## src/rtl/key_irq_ctrl.sv

```systemverilog
// key_irq_ctrl: CPU register decode, scan sequencing and latched active-low IRQs for the POKEY keyboard path.
// Optional overrun tracking (SKSTAT bit 6, SKRES) is built only when KEY_OVERRUN_EN is defined.
module key_irq_ctrl #(
   parameter int WARMUP_CYC = 7296,
   parameter int CW         = 13
) (
   input  logic       clk,
   input  logic       reset,
   input  logic       enn,
   input  logic [3:0] addr,
   input  logic       wrEn,
   input  logic       rdEn,
   input  logic [7:0] din,
   output logic [7:0] dout,
   input  logic       setKey,
   input  logic       setBreak,
   input  logic       keyDown,
   input  logic       kShift,
   input  logic [7:0] kbcodeIn,
   output logic [1:0] keyCtl,
   output logic       clkInit,
   output logic       irqN,
   output logic       statusValid
);
   typedef enum logic [1:0] {S_OFF, S_WARMUP, S_RUN} state_t;
   state_t r_state, w_state_nxt;
   logic [CW-1:0] r_cnt;
   logic [1:0] r_skctl, r_irqen, r_irqst, w_skctl_nxt, w_irqen_nxt, w_irqst_nxt;
   logic [7:0] r_kbcode, w_rd;
   logic r_keydown, r_kshift, r_irqn;
   logic w_run, w_wr_irqen, w_wr_skctl, w_key, w_brk, w_ovr, w_warm_done;
   assign w_run       = r_state == S_RUN;
   assign w_wr_irqen  = wrEn && addr == 4'hE;
   assign w_wr_skctl  = wrEn && addr == 4'hF;
   assign w_key       = w_run && setKey;
   assign w_brk       = w_run && setBreak;
   assign w_skctl_nxt = w_wr_skctl ? din[1:0] : r_skctl;
   assign w_irqen_nxt = w_wr_irqen ? din[7:6] : r_irqen;
   // A disabled source is held inactive, so a same-cycle mask write beats its event.
   assign w_irqst_nxt = {~w_irqen_nxt[1] | (r_irqst[1] & ~w_brk),
                         ~w_irqen_nxt[0] | (r_irqst[0] & ~w_key)};
   assign w_warm_done = enn && r_cnt == CW'(WARMUP_CYC - 1);
   assign irqN        = r_irqn;
`ifdef KEY_OVERRUN_EN
   logic r_ovr;
   logic w_wr_skres;
   assign w_wr_skres = wrEn && addr == 4'hA;
   assign w_ovr      = r_ovr;
   always_ff @(posedge clk) begin
      if (reset) r_ovr <= 1'b0;
      else if (w_key && !r_irqst[0]) r_ovr <= 1'b1;
      else if (w_wr_skres) r_ovr <= 1'b0;
   end
`else
   assign w_ovr = 1'b0;
`endif
   always_comb begin
      w_state_nxt = r_state;
      keyCtl      = 2'b00;
      clkInit     = 1'b1;
      statusValid = 1'b0;
      case (r_state)
         S_OFF: w_state_nxt = w_skctl_nxt != 2'b00 ? S_WARMUP : S_OFF;
         S_WARMUP: begin
            clkInit     = 1'b0;
            keyCtl      = r_skctl;
            w_state_nxt = w_warm_done ? S_RUN : S_WARMUP;
         end
         S_RUN: begin
            clkInit     = 1'b0;
            keyCtl      = r_skctl;
            statusValid = 1'b1;
         end
         default: w_state_nxt = S_OFF;
      endcase
      if (w_skctl_nxt == 2'b00) w_state_nxt = S_OFF;
   end
   always_comb
      w_rd = addr == 4'h9 ? r_kbcode :
             addr == 4'hE ? {r_irqst, 6'h3F} :
             addr == 4'hF ? {1'b1, ~w_ovr, 2'b11, ~(w_run & r_kshift), ~(w_run & r_keydown), 2'b11} :
             8'hFF;
   always_ff @(posedge clk) begin
      if (reset || r_state != S_WARMUP) r_cnt <= '0;
      else if (enn) r_cnt <= r_cnt + 1'b1;
   end
   always_ff @(posedge clk) begin
      if (reset) begin
         r_state   <= S_OFF;
         r_skctl   <= 2'b00;
         r_irqen   <= 2'b00;
         r_irqst   <= 2'b11;
         r_irqn    <= 1'b1;
         r_kbcode  <= 8'hFF;
         r_keydown <= 1'b0;
         r_kshift  <= 1'b0;
         dout      <= 8'hFF;
      end else begin
         r_state   <= w_state_nxt;
         r_skctl   <= w_skctl_nxt;
         r_irqen   <= w_irqen_nxt;
         r_irqst   <= w_irqst_nxt;
         r_irqn    <= &r_irqst;
         r_keydown <= w_run & keyDown;
         r_kshift  <= w_run & kShift;
         if (w_key) r_kbcode <= kbcodeIn;
         if (rdEn) dout <= w_rd;
      end
   end
endmodule
```

## config.mk

```make
export PLATFORM = sky130hd
export DESIGN_NAME = key_irq_ctrl
export DESIGN_NICKNAME = d
export VERILOG_FILES = /design/src/rtl/key_irq_ctrl.sv
export SDC_FILE = /design/constraint.sdc
export NUM_CORES = 1
export LEC_CHECK = 0
export CELL_PAD_IN_SITES_DETAIL_PLACEMENT = 2
export CELL_PAD_IN_SITES_GLOBAL_PLACEMENT = 2
export CORE_ASPECT_RATIO = 0.6
export CORE_UTILIZATION = 29
export DETAILED_ROUTE_END_ITERATION = 7
export PLACE_DENSITY_LB_ADDON = 0.1
export SYNTH_ARGS = -nofsm -noshare
export SYNTH_HDL_FRONTEND = slang
export SYNTH_SLANG_ARGS = --single-unit
export TNS_END_PERCENT = 100
```

## constraint.sdc

```tcl
create_clock -name clk -period 1.6 [get_ports clk]
set_input_delay 0.16 -clock clk [delete_from_list [all_inputs] [get_ports clk]]
set_output_delay 0.16 -clock clk [all_outputs]
set_load 0.01 [all_outputs]
```

; ---- After elaboration in Yosys (flattened, before gate mapping)
; Cells that the tools add are included.
[totals]
ff_bits = 40
inputBits = 29
output_inout_bits = 13
word_cells = 55
[classes]
addsub = 1
eq_ne = 7
mux = 11
n_bitwise = 14
n_reduce_logical = 12
[op_table]
columns = op, n
row1 = $mux W8, 2
row2 = $add A13 B1 Y13 const B, 1
row3 = $eq A13 B13 Y1 const B, 1
row4 = $eq A4 B4 Y1 const B, 3
row5 = $mux W2, 4
row6 = $and A1 B1 Y1, 6
row7 = $not A1 Y1, 6
row8 = $pmux W2 S3, 1
row9 = $logic_and A1 B1 Y1, 5
row10 = $logic_not A2 Y1, 2
row11 = $mux W4, 1
row12 = $reduce_or A2 Y1, 2
row13 = $mux W1, 3
row14 = $eq A2 B1 Y1 const B, 1
row15 = $eq A2 B2 Y1 const B, 1
row16 = $ne A2 B1 Y1 const B, 1
row17 = $or A1 B1 Y1, 2
row18 = $reduce_and A2 Y1, 1
row19 = $reduce_bool A2 Y1, 1
row20 = $logic_or A1 B1 Y1, 1

; ---- Depth between registers and ports, before layout
; Gate-level depths: netlist (run 1).
[logic_depth]
ltp_word = 6
mapped_depth = 6
mapped_depth_nobuf = 6

; ---- Worst setup path after synthesis (run 1)
; No wires, ideal clock.
[synth_path]
path_kind = register -> register
startpoint = register r_state[0]
endpoint = register r_kbcode[0]
arrival_ps = 1373
t_required_ps = 1480
path_slack_ps = 107
stages_incl_launch_ff = 6
synth_period_minus_slack_ps = 1493
path_cell_list = dfxtp_1 > inv_1 > ha_1 > buf_2 > nand2_1 > a211o_1
[synth_between]
elab_chain_len = 2
[synth_rtl]
columns = element, line
row1 = "start, declared", 26  ; state_t r_state, w_state_nxt;
row2 = "start signal, assigned", 99  ; r_state <= w_state_nxt;
row3 = $eq A2 B2 Y1, 32  ; assign w_run = r_state == S_RUN;
row4 = $logic_and A1 B1 Y1, 35  ; assign w_key = w_run && setKey;
row5 = "end signal, assigned", 106  ; if (w_key) r_kbcode <= kbcodeIn;
row6 = "end, declared", 29  ; logic [7:0] r_kbcode, w_rd;
; Every way passes these cells.
; A chain may end at the register's enable or synchronous reset.

; ---- Final worst setup path (run 1)
[layout_path]
startpoint = register r_cnt[8]
endpoint = register r_state[0]
[layout_between]
elab_chain_len = 4
[layout_rtl]
columns = element, line
row1 = "start, declared", 27  ; logic [CW-1:0] r_cnt;
row2 = "start signal, assigned", 85  ; else if (enn) r_cnt <= r_cnt + 1'b1;
row3 = $eq A13 B13 Y1, 42  ; assign w_warm_done = enn && r_cnt == CW'(WARMUP_CYC - 1);
row4 = $logic_and A1 B1 Y1, 42
row5 = $mux W2, 67  ; w_state_nxt = w_warm_done ? S_RUN : S_WARMUP;
row6 = $pmux W2 S3, 62  ; case (r_state)
; Every way passes these cells.

==> metrics.md, run 1 <==
| Metric | Value |
|---|---|
| Status | completed |
| Clock sink count | 40 |
| Lkg Pwr | 0.917 nW |
| Worst Setup Path Type | flop to flop |
| CP Cell Sequence | or4b_1 -> nor4_4 -> o21bai_1 -> a221oi_2 |
| Routed via count | 1582 |
| Synth Warn # | 0 |
| Worst-path fanout max | 4 |
| Fin. Hold Viols | 0 |
| Largest net degree at the start of global routing | 25 |
| Die width | 102 um |
| Crit path arrival time | 1.73 ns |
| Synth Instances | 188 |
| Height of the die | 61.8 um |
| First-pass GRT wire length | 8070 um |
| Final WS setup | 0.0594 ns |
| Final core occ | 0.430 |
| #FFs+latches synth | 40 |
| Critical path depth | 4 |
| IO Pins | 42 |
| Clk pin slew, worst setup/hold paths | 0.09 ns |
| Remaining DRCs | 0 |
| CTS buffer count | 5 |
| Overall power | 1.98 mW |
| Fmax | 0.649 GHz |
| Final net count | 273 |
| Vias/cell | 4.93 |
| Critical Path RT | 1.79 ns |
| WL/cell | 16.1 um |
| Core area | 5650 sq um |
| Max Cap Violations | 0 |
| Antenna violations before repair | 0 |
| Vias in the first global route | 1582 |
| Final Cycle Share | 0.963 |
| Syn_nets | 221 |
| Initial Util | 0.306 |
| FILL cells | 625 |
| Power density over the cells | 815 nW/um^2 |
| Worst path top cell family by delay | simple AND/OR/NAND/NOR gates |
| Antenna viol nets, final | 0 |
| CTS H-Tree Depth | 2 |
| Place WS | -0.155 ns |
| Clock Latency Late Sink | 0.29 ns |
| Clock skew | 0.0133 ns |
| Reg2reg start | r_cnt[8] |
| Slew Viols, Final | 0 |
| Final min period | 1.54 ns |
| Worst hold path class | primary input to flop |
| CP peak stage delay | 0.59 ns |
| Reg2reg end | r_state[0] |
| Worst Path Buf+Inv | 0 |
| Critical Path Source | r_cnt[8] |
| # setup viols final | 0 |
| CTS tree | built |
| Slew HR | 0.765 |
| Tot GR Track Use | 0.174 |
| Commonest non-fill, non-tap cell in the layout | dfxtp_1 |
| DP HPWL | 3950 um |
| Measured slew at the worst slew-check pin | 0.351 ns |
| Distinct cells, synth | 41 |
| Row cnt | 21 |
| Most frequent cells in the layout | 38 x dfxtp_1, 33 x clkdlybuf4s50_1, 22 x nor2_1, 18 x buf_4, 14 x nand2_1 |
| Routability congestion estimate | 0.712 |
| Die area | 6280 sq um |
| Layout area overhead | 40.7% |
| Global route overflow | 0 |
| Cells on Worst Hold Path | 2 |
| N_diodes | 0 |
| Worst Setup EP | r_state[0] |
| R2R setup slack | 0.06 ns |
| Input/output buffers | 37 |
| Seq/Total Area, Yosys | 0.464 |
| Syn Std Cell Area | 1730 sq um |
| Startpoint types | flop |
| Clock Tree Buf Depth | 2 |
| DRT iter0 DRCs | 45 |
| Slowest cell on crit path | or4b_1 |
| Pre-antenna DRT Iters | 4 |
| Layout cells sized above 1 | 0.170 |
| CTS Root Cell | clkbuf_8 |
| CP Capture Type | flop |
| Syn avg cell area | 9.18 sq um |
| Worst R2R Path Depth | 4 |
| Peak VDD IR | 296 uV |
| Total wire length | 5150 um |
| Final hold slack | 0.463 ns |
per-layer routing:
| layer | vias up | global-route usage | routed length, um |
|---|---|---|---|
| met5 | - | 0 | 0 |
| met4 | 0 | 0.0414 | 39 |
| met3 | 6 | 0.0459 | 230 |
| met2 | 37 | 0.264 | 2250 |
| met1 | 771 | 0.247 | 2640 |
| li1 | 768 | - | - |
area by class of cell:
type                            count  area [sq um]  share of cell area
Clock inverter                      2          35.0              0.0144
Tap cell                           80           100              0.0412
Inverter                            6          22.5             0.00927
Sequential cell                    40           806               0.332
Multi-Input combinational cell    132           900               0.370
Clock buffer                        6          72.6              0.0299
Timing Repair Buffer               55           493               0.203
repair_timing:
action / CTS / global route
endpoints found under the setup margin: 13 / 6
hold buffers: 0 / 0
buffers inserted: 0 / 0
resized for setup: 10 / 8
pin swaps: 1 / 0
gates cloned: 0 / 0
synth_stat cells (all sizes together):
master | n | area (sq um)
nand4 | 4 | 25.0
inv | 6 | 22.5
nand2 | 14 | 52.6
and2 | 3 | 18.8
nand4bb | 1 | 11.3
a21oi | 9 | 45.0
nand3b | 2 | 15.0
a211oi | 1 | 7.51
buf | 6 | 32.5
and4b | 1 | 10.0
nand2b | 1 | 6.26
or2 | 4 | 25.0
ha | 4 | 50.1
nor3 | 2 | 10.0
nor2 | 22 | 82.6
o221ai | 2 | 17.5
a311o | 1 | 10.0
or3 | 2 | 12.5
mux2i | 2 | 20.0
a22oi | 1 | 7.51
and3b | 2 | 17.5
or4b | 1 | 10.0
o21bai | 1 | 7.51
nand3 | 7 | 40.0
a21o | 1 | 7.51
xnor2 | 5 | 43.8
nand4b | 2 | 17.5
and4 | 2 | 17.5
xor2 | 5 | 43.8
clkbuf | 4 | 15.0
and3 | 9 | 56.3
nor4 | 2 | 18.8
a221oi | 1 | 15.0
dfxtp | 40 | 801
a211o | 11 | 96.3
o21ai | 5 | 25.0
a31oi | 2 | 12.5
report_power, final:
part / internal [mW] / switching (mW) / total, mW
combinational: 0.0901 / 0.0631 / 0.153
clock: 0.463 / 0.358 / 0.821
sequential: 1.00 / 0.00427 / 1.00
total: 1.55 / 0.425 / 1.98
registers in the layout, summed over array words and instances, names as in the netlist:
signal	flops
r_cnt	13
r_kshift	1
r_state	2
irqN	1
r_kbcode	8
r_irqst	2
r_keydown	1
r_irqen	2
r_skctl	2
dout	8
through the flow:
step,instances,TNS [ns],area (sq um)
2_1_floorplan,188,0,1730
3_3_place_gp,313,-0.509,2280
3_5_place_dp,313,-1.84,2280
4_1_cts,321,-0.00651,2410
5_1_grt,321,-0.0176,2430
6_report,321,0,2430
how the worst min path moves through the flow:
stage	from	to	slack, ns
after floorplan	enn	r_cnt[0]	0.30
final	keyDown	r_keydown	0.46
after CTS	keyDown	r_keydown	0.46
after global routing	kShift	r_kshift	0.47
after global placement	dout[3]	dout[3]	0.45
after detailed placement	r_kbcode[3]	r_kbcode[3]	0.46
kinds of logic after synthesis:
kind of cell	Yosys count	synth area share
and+or+nand+nor	81	0.259
DFF	40	0.464
AOI/OAI and AO/OA	35	0.146
buffers and inverters	16	0.0406
xor gates and xnor gates	10	0.0507
adders and majority gates	4	0.0290
muxes	2	0.0116
No activity file was read; power rests on OpenSTA's default activity.
==> run 2: changes to the inputs <==
--- a/config.mk
+++ b/config.mk
@@ -5,6 +5,7 @@
 export SDC_FILE = /design/constraint.sdc
 export NUM_CORES = 1
 export LEC_CHECK = 0
+export CAP_MARGIN = 15
 export CELL_PAD_IN_SITES_DETAIL_PLACEMENT = 2
 export CELL_PAD_IN_SITES_GLOBAL_PLACEMENT = 2
 export CORE_ASPECT_RATIO = 0.6
==> results of run 2 <==
No change in the layout: final DEF, timing and power equal those of run 1.
